--- src/rtl/exu_wb_arbiter.sv ---
// EXU writeback arbiter: merges ALU/MUL/MAC/DIV/LSU results onto the single register-file write port.
// Define EXU_WB_RR_EN to replace fixed priority (LSU>DIV>MUL>MAC>ALU) with round-robin.
module exu_wb_arbiter #(
   parameter int unsigned XLEN    = 32,
   parameter bit          DROP_X0 = 1'b1
) (
   input  logic            clk,
   input  logic            rst_n,
   input  logic            alu_wb_valid,
   input  logic [4:0]      alu_wb_rd_addr,
   input  logic [XLEN-1:0] alu_wb_data,
   output logic            alu_wb_ready,
   input  logic            mul_wb_valid,
   input  logic [4:0]      mul_wb_rd_addr,
   input  logic [XLEN-1:0] mul_wb_data,
   output logic            mul_wb_ready,
   input  logic            mac_wb_valid,
   input  logic [4:0]      mac_wb_rd_addr,
   input  logic [XLEN-1:0] mac_wb_data,
   output logic            mac_wb_ready,
   input  logic            div_wb_valid,
   input  logic [4:0]      div_wb_rd_addr,
   input  logic [XLEN-1:0] div_wb_data,
   output logic            div_wb_ready,
   input  logic            lsu_wb_valid,
   input  logic [4:0]      lsu_wb_rd_addr,
   input  logic [XLEN-1:0] lsu_wb_data,
   output logic            lsu_wb_ready,
   output logic [XLEN-1:0] exu_wb_data,
   output logic [4:0]      exu_wb_rd_addr,
   output logic            exu_wb_rd_wr_en,
   output logic            exu_wb_pending
);

   localparam int unsigned NSRC = 5;

   // Index order doubles as the fixed-priority order and the round-robin rotation order.
   typedef enum logic [2:0] {
      SRC_LSU = 3'd0,
      SRC_DIV = 3'd1,
      SRC_MUL = 3'd2,
      SRC_MAC = 3'd3,
      SRC_ALU = 3'd4
   } src_e;

   logic [NSRC-1:0] in_v;
   logic [4:0]      in_rd   [NSRC];
   logic [XLEN-1:0] in_data [NSRC];

   logic [NSRC-1:0] hv_q, hv_d;
   logic [4:0]      hrd_q   [NSRC];
   logic [4:0]      hrd_d   [NSRC];
   logic [XLEN-1:0] hdata_q [NSRC];
   logic [XLEN-1:0] hdata_d [NSRC];

   logic [NSRC-1:0] keep_in;
   logic [NSRC-1:0] cand_v;
   logic [4:0]      cand_rd   [NSRC];
   logic [XLEN-1:0] cand_data [NSRC];

   logic            grant;
   logic [2:0]      win;

   logic            wen_q, wen_d;
   logic [4:0]      wrd_q, wrd_d;
   logic [XLEN-1:0] wdata_q, wdata_d;

   always_comb begin
      in_v             = '0;
      in_v[SRC_LSU]    = lsu_wb_valid;
      in_v[SRC_DIV]    = div_wb_valid;
      in_v[SRC_MUL]    = mul_wb_valid;
      in_v[SRC_MAC]    = mac_wb_valid;
      in_v[SRC_ALU]    = alu_wb_valid;
      in_rd[SRC_LSU]   = lsu_wb_rd_addr;
      in_rd[SRC_DIV]   = div_wb_rd_addr;
      in_rd[SRC_MUL]   = mul_wb_rd_addr;
      in_rd[SRC_MAC]   = mac_wb_rd_addr;
      in_rd[SRC_ALU]   = alu_wb_rd_addr;
      in_data[SRC_LSU] = lsu_wb_data;
      in_data[SRC_DIV] = div_wb_data;
      in_data[SRC_MUL] = mul_wb_data;
      in_data[SRC_MAC] = mac_wb_data;
      in_data[SRC_ALU] = alu_wb_data;
   end

   // An incoming result is only seen while its buffer is empty; x0 results vanish here.
   always_comb begin
      keep_in = '0;
      cand_v  = '0;
      for (int unsigned s = 0; s < NSRC; s++) begin
         keep_in[s]   = in_v[s] & ~hv_q[s] & ~(DROP_X0 & (in_rd[s] == 5'd0));
         cand_v[s]    = hv_q[s] | keep_in[s];
         cand_rd[s]   = hv_q[s] ? hrd_q[s]   : in_rd[s];
         cand_data[s] = hv_q[s] ? hdata_q[s] : in_data[s];
      end
   end

`ifdef EXU_WB_RR_EN
   src_e ptr_q, ptr_d;

   always_comb begin
      int unsigned idx;
      grant = 1'b0;
      win   = 3'd0;
      for (int unsigned k = 0; k < NSRC; k++) begin
         idx = 32'(ptr_q) + k;
         if (idx >= NSRC) idx = idx - NSRC;
         if (!grant && cand_v[idx]) begin
            grant = 1'b1;
            win   = 3'(idx);
         end
      end
      ptr_d = ptr_q;
      if (grant) ptr_d = (win == 3'(SRC_ALU)) ? SRC_LSU : src_e'(win + 3'd1);
   end

   always_ff @(posedge clk or negedge rst_n) begin
      if (!rst_n) ptr_q <= SRC_LSU;
      else        ptr_q <= ptr_d;
   end
`else
   always_comb begin
      grant = 1'b0;
      win   = 3'd0;
      for (int unsigned s = 0; s < NSRC; s++) begin
         if (!grant && cand_v[s]) begin
            grant = 1'b1;
            win   = 3'(s);
         end
      end
   end
`endif

   // A granted buffer empties at the edge; a losing incoming result is parked at the same edge.
   always_comb begin
      hv_d = hv_q;
      for (int unsigned s = 0; s < NSRC; s++) begin
         hrd_d[s]   = hrd_q[s];
         hdata_d[s] = hdata_q[s];
         if (grant && (win == 3'(s))) begin
            hv_d[s] = 1'b0;
         end else if (keep_in[s]) begin
            hv_d[s]    = 1'b1;
            hrd_d[s]   = in_rd[s];
            hdata_d[s] = in_data[s];
         end
      end
      wen_d   = grant;
      wrd_d   = grant ? cand_rd[win]   : wrd_q;
      wdata_d = grant ? cand_data[win] : wdata_q;
   end

   always_ff @(posedge clk or negedge rst_n) begin
      if (!rst_n) begin
         hv_q    <= '0;
         wen_q   <= 1'b0;
         wrd_q   <= '0;
         wdata_q <= '0;
         for (int unsigned s = 0; s < NSRC; s++) begin
            hrd_q[s]   <= '0;
            hdata_q[s] <= '0;
         end
      end else begin
         hv_q    <= hv_d;
         wen_q   <= wen_d;
         wrd_q   <= wrd_d;
         wdata_q <= wdata_d;
         for (int unsigned s = 0; s < NSRC; s++) begin
            hrd_q[s]   <= hrd_d[s];
            hdata_q[s] <= hdata_d[s];
         end
      end
   end

   assign lsu_wb_ready    = ~hv_q[SRC_LSU];
   assign div_wb_ready    = ~hv_q[SRC_DIV];
   assign mul_wb_ready    = ~hv_q[SRC_MUL];
   assign mac_wb_ready    = ~hv_q[SRC_MAC];
   assign alu_wb_ready    = ~hv_q[SRC_ALU];
   assign exu_wb_rd_wr_en = wen_q;
   assign exu_wb_rd_addr  = wrd_q;
   assign exu_wb_data     = wdata_q;
   assign exu_wb_pending  = |hv_q;

endmodule

--- config.mk ---
export PLATFORM = sky130hd
export DESIGN_NAME = exu_wb_arbiter
export DESIGN_NICKNAME = d
export VERILOG_FILES = /design/src/rtl/exu_wb_arbiter.sv
export SDC_FILE = /design/constraint.sdc
export NUM_CORES = 1
export LEC_CHECK = 0
export ABC_AREA = 1
export BUFFER_PORTS_ARGS = -buffer_cell sky130_fd_sc_hd__buf_2
export CORE_MARGIN = 4
export CORE_UTILIZATION = 52
export CTS_CLUSTER_SIZE = 24
export DETAILED_ROUTE_END_ITERATION = 7
export PLACE_DENSITY = 0.81
export REMOVE_ABC_BUFFERS = 1
export SLEW_MARGIN = 20
export SYNTH_ARGS = -nofsm -noshare
export SYNTH_HDL_FRONTEND = slang
export SYNTH_SLANG_ARGS = --single-unit
--- constraint.sdc ---
create_clock -name clk -period 3.7 [get_ports clk]
set_input_delay 0.37 -clock clk [delete_from_list [all_inputs] [get_ports clk]]
set_output_delay 0.37 -clock clk [all_outputs]
set_load 0.02 [all_outputs]
==> metrics <==
worst slew pin tran=around 0.87 ns; synth warn=0; fillers=about 2,000; critical path's largest stage delay=0.72 ns; count leader, synth=nand2_1; clock sinks=228; clk_lat worst skew=~0.53 ns; Cells after Synth=approximately 1,700; CTS H-tree lvls=1; dpl cell area=13,200 um^2; gr usage total=0.269; GRT overflow=0; Slew HR=0.419; reg2reg setup slack=between 0.8 and 0.9 ns; Synth area leaders=dfrtp_1 (47%), nand2_1 (14%), o21ai_0 (9.4%); final wirelength=35.3 mm; Crit-path slowest cell=nand3_2; fin crit share=0.765; crit-path most repeated cell=nand2_1; nets@finish=between 1,500 and 2,000; number of flops mapped to enable cells by yosys=0; synthesized flop and latch total=228; power density over cell area=628 nW/um^2; Mapped Avg Cell Area=between 7 and 8 um^2; Worst Hold End=hdata_q[58]; Die ar.=between 20,000 and 30,000 um^2; Num CTS Buffers=26; pin count of the biggest net entering global routing=between 100 and 150; Multi-input gate area=~5100 um^2; outcome=finished, final reports clean; Arr. time, crit path=3.30 ns; ys async rst share=1.00; clk_skew=roughly 0.0096 ns; maximum buffer depth of the clock tree=3; Core Area=roughly 23,000 um^2; Die X=160 um; WP data required=4.17 ns; FMAX=around 350 MHz; Design Area, Final=around 14,000 um^2; Max Slew Vio Count=0; Ports=around 240; post-synth cell types=24; cells on worst reg2reg path=11; RSZ-0062 raised after global routing=false; worst r2r dst=exu_wb_data[10]; Crit Path Max Fanout=37; vias=11,400; worst r2r src=hv_q[0]; wire per inst=roughly 17 um; WS Path Type=reg -> reg; crit path cell chain=nor2_1 -> nand2_1 -> nand2_1 -> nor2_4 -> buf_4 -> nand3_2 -> nand2_1 -> nor2_1 -> nand2_1 -> nand2_1 -> nand2_1; Iter 0 DRT Violations=approximately 1,100; DRC Markers=0; critical path capture point type=flip-flop; global-route wire length before repair=roughly 57 mm; Final GP Congestion=between 0.8 and 0.9; Root Driver=clkbuf_16; Leakage=~8 nW; Die Y=about 160 um; synthesis-to-finish area growth=16.1%; number of inserted diodes=0; Hold Path Class=in -> reg; hold_sp=mac_wb_data[26]; area leader, netlist=dfrtp_1; Final setup viols=0; Final HPWL DP=roughly 23 mm; maximum VDD drop=0.514 mV; initial core utilization=0.530; top-area cell type share of the netlist area=0.472; IO buf count=about 240; TritonRoute pass-1 iters=6; Post-DRT Antenna Nets=0; hold path depth=3; initial antenna violation count=0; Setup TNS=0 ns; CP Launch Type=flip-flop; Commonest cells post-synth=nand2_1 (457), dfrtp_1 (228), o21ai_0 (226); share of cells above drive strength 1=0.172; post-synthesis sequential area ratio=0.472; setup repair bufs after CTS=0; Main synth FF type=dfrtp_1; vias per cell=about 5.4; final hold violation count=0; Storage cell area=5710 um^2; Critical path origin=hv_q[0]; number of max-cap violations=0; clk slew on worst S/H paths=around 0.06 ns; # rows=55; Final min period=2.83 ns; CTS tree=yes; Cell Area, Synth=roughly 12,000 um^2; vias in the first global route=11,100
layout make-up:
cell class	count	area share
Clock buffer	41	0.0562
Timing Repair Buffer	255	0.0981
Inverter	160	0.0428
Clock inverter	4	0.00348
Sequential cell	228	0.407
Multi-Input combinational cell	1119	0.365
Tap cell	313	0.0279
registers in the layout, summed over array words and instances (netlist names):
register	count
hrd_q	25
hdata_q	160
exu_wb_rd_wr_en	1
exu_wb_data	32
hv_q	5
exu_wb_rd_addr	5
per-stage QoR:
| stage | hold WS (ns) | cells | worst slack, ns | utilization | power, W |
|---|---|---|---|---|---|
| 2_1_floorplan | 0.0744 | 1507 | -1.74 | - | 0.00531 |
| 4_1_cts | 0.0829 | 2120 | 0.883 | 0.616 | 0.00884 |
| 5_1_grt | 0.0984 | 2120 | 0.593 | 0.616 | 0.00941 |
| 3_5_place_dp | 0.366 | 2074 | 0.833 | 0.579 | 0.00626 |
| 6_report | 0.101 | 2120 | 0.869 | 0.616 | 0.00881 |
| 3_3_place_gp | 0.364 | 2074 | 0.846 | 0.579 | 0.00614 |
per-layer routing:
metal  global-route usage  up-vias  part of all wire
met2                0.425      581              0.45
met5                    0        -                 0
met1                0.380     5238              0.43
li1                     -     5476                 -
met3               0.0529       79             0.093
met4               0.0767        0             0.028
how the worst max path moves through the flow:
| stage | endpoint | slack, ns |
|---|---|---|
| 6_report | exu_wb_data[10] | 0.87 |
| 5_1_grt | exu_wb_data[15] | 0.59 |
| 4_1_cts | exu_wb_data[10] | 0.88 |
| 3_5_place_dp | exu_wb_data[7] | 0.83 |
| 3_3_place_gp | exu_wb_data[18] | 0.85 |
| 2_1_floorplan | hdata_q[91] | -1.74 |
report_power, final:
group          switching, W  total [W]  internal (W)
clock network       0.00103    0.00255       0.00152
logic               0.00176    0.00266      0.000906
registers          0.000370    0.00360       0.00323
total               0.00316    0.00881       0.00566
repair_timing:
action	4_1_cts	5_1_grt
resized for setup	0	0
endpoints found under the hold margin	108	0
hold buffers	1	0
cells by family (layout without fill, tap and decap cells):
logic type             after synthesis  after routing  share of synthesized area
flip-flops                         228            228                      0.472
other                                1              1                   0.000310
multiplexers                        37             37                     0.0307
AND/OR/NAND/NOR                    744            744                      0.247
AO/OA/AOI/OAI                      337            337                      0.140
buffers and inverters              308            460                      0.110
placed cells by master (no fill, tap or decap):
master,netlist,layout
o21ai_0,226,226
clkbuf_16,0,27
nor2_1,157,156
buf_8,0,1
clkinv_2,0,2
nand3_4,0,3
o21ai_4,0,1
a21oi_1,71,71
nor3_1,2,2
nor2_4,1,2
dlygate4sd3_1,0,1
buf_12,0,3
clkbuf_1,78,8
nand2_2,2,3
dfrtp_2,0,4
mux2i_1,37,37
nand4_1,3,3
conb_1,1,1
inv_1,157,156
bufinv_16,0,1
buf_4,8,16
buf_2,40,234
nand3_2,2,2
dfrtp_1,228,224
o21ai_1,38,37
a21boi_0,1,1
inv_6,0,1
clkbuf_8,0,6
inv_2,3,4
nand3b_1,1,1
nand3_1,119,116
o21bai_4,0,1
nand2_1,457,456
worst max-delay path: cells and delay by family, from the launching register on:
kind / cells / cell delay [ns]
buffers and inverters: 1 / 0.30
flip-flops: 1 / 0.66
AND/OR/NAND/NOR: 10 / 1.79
Power figures use the tool's default switching activity.
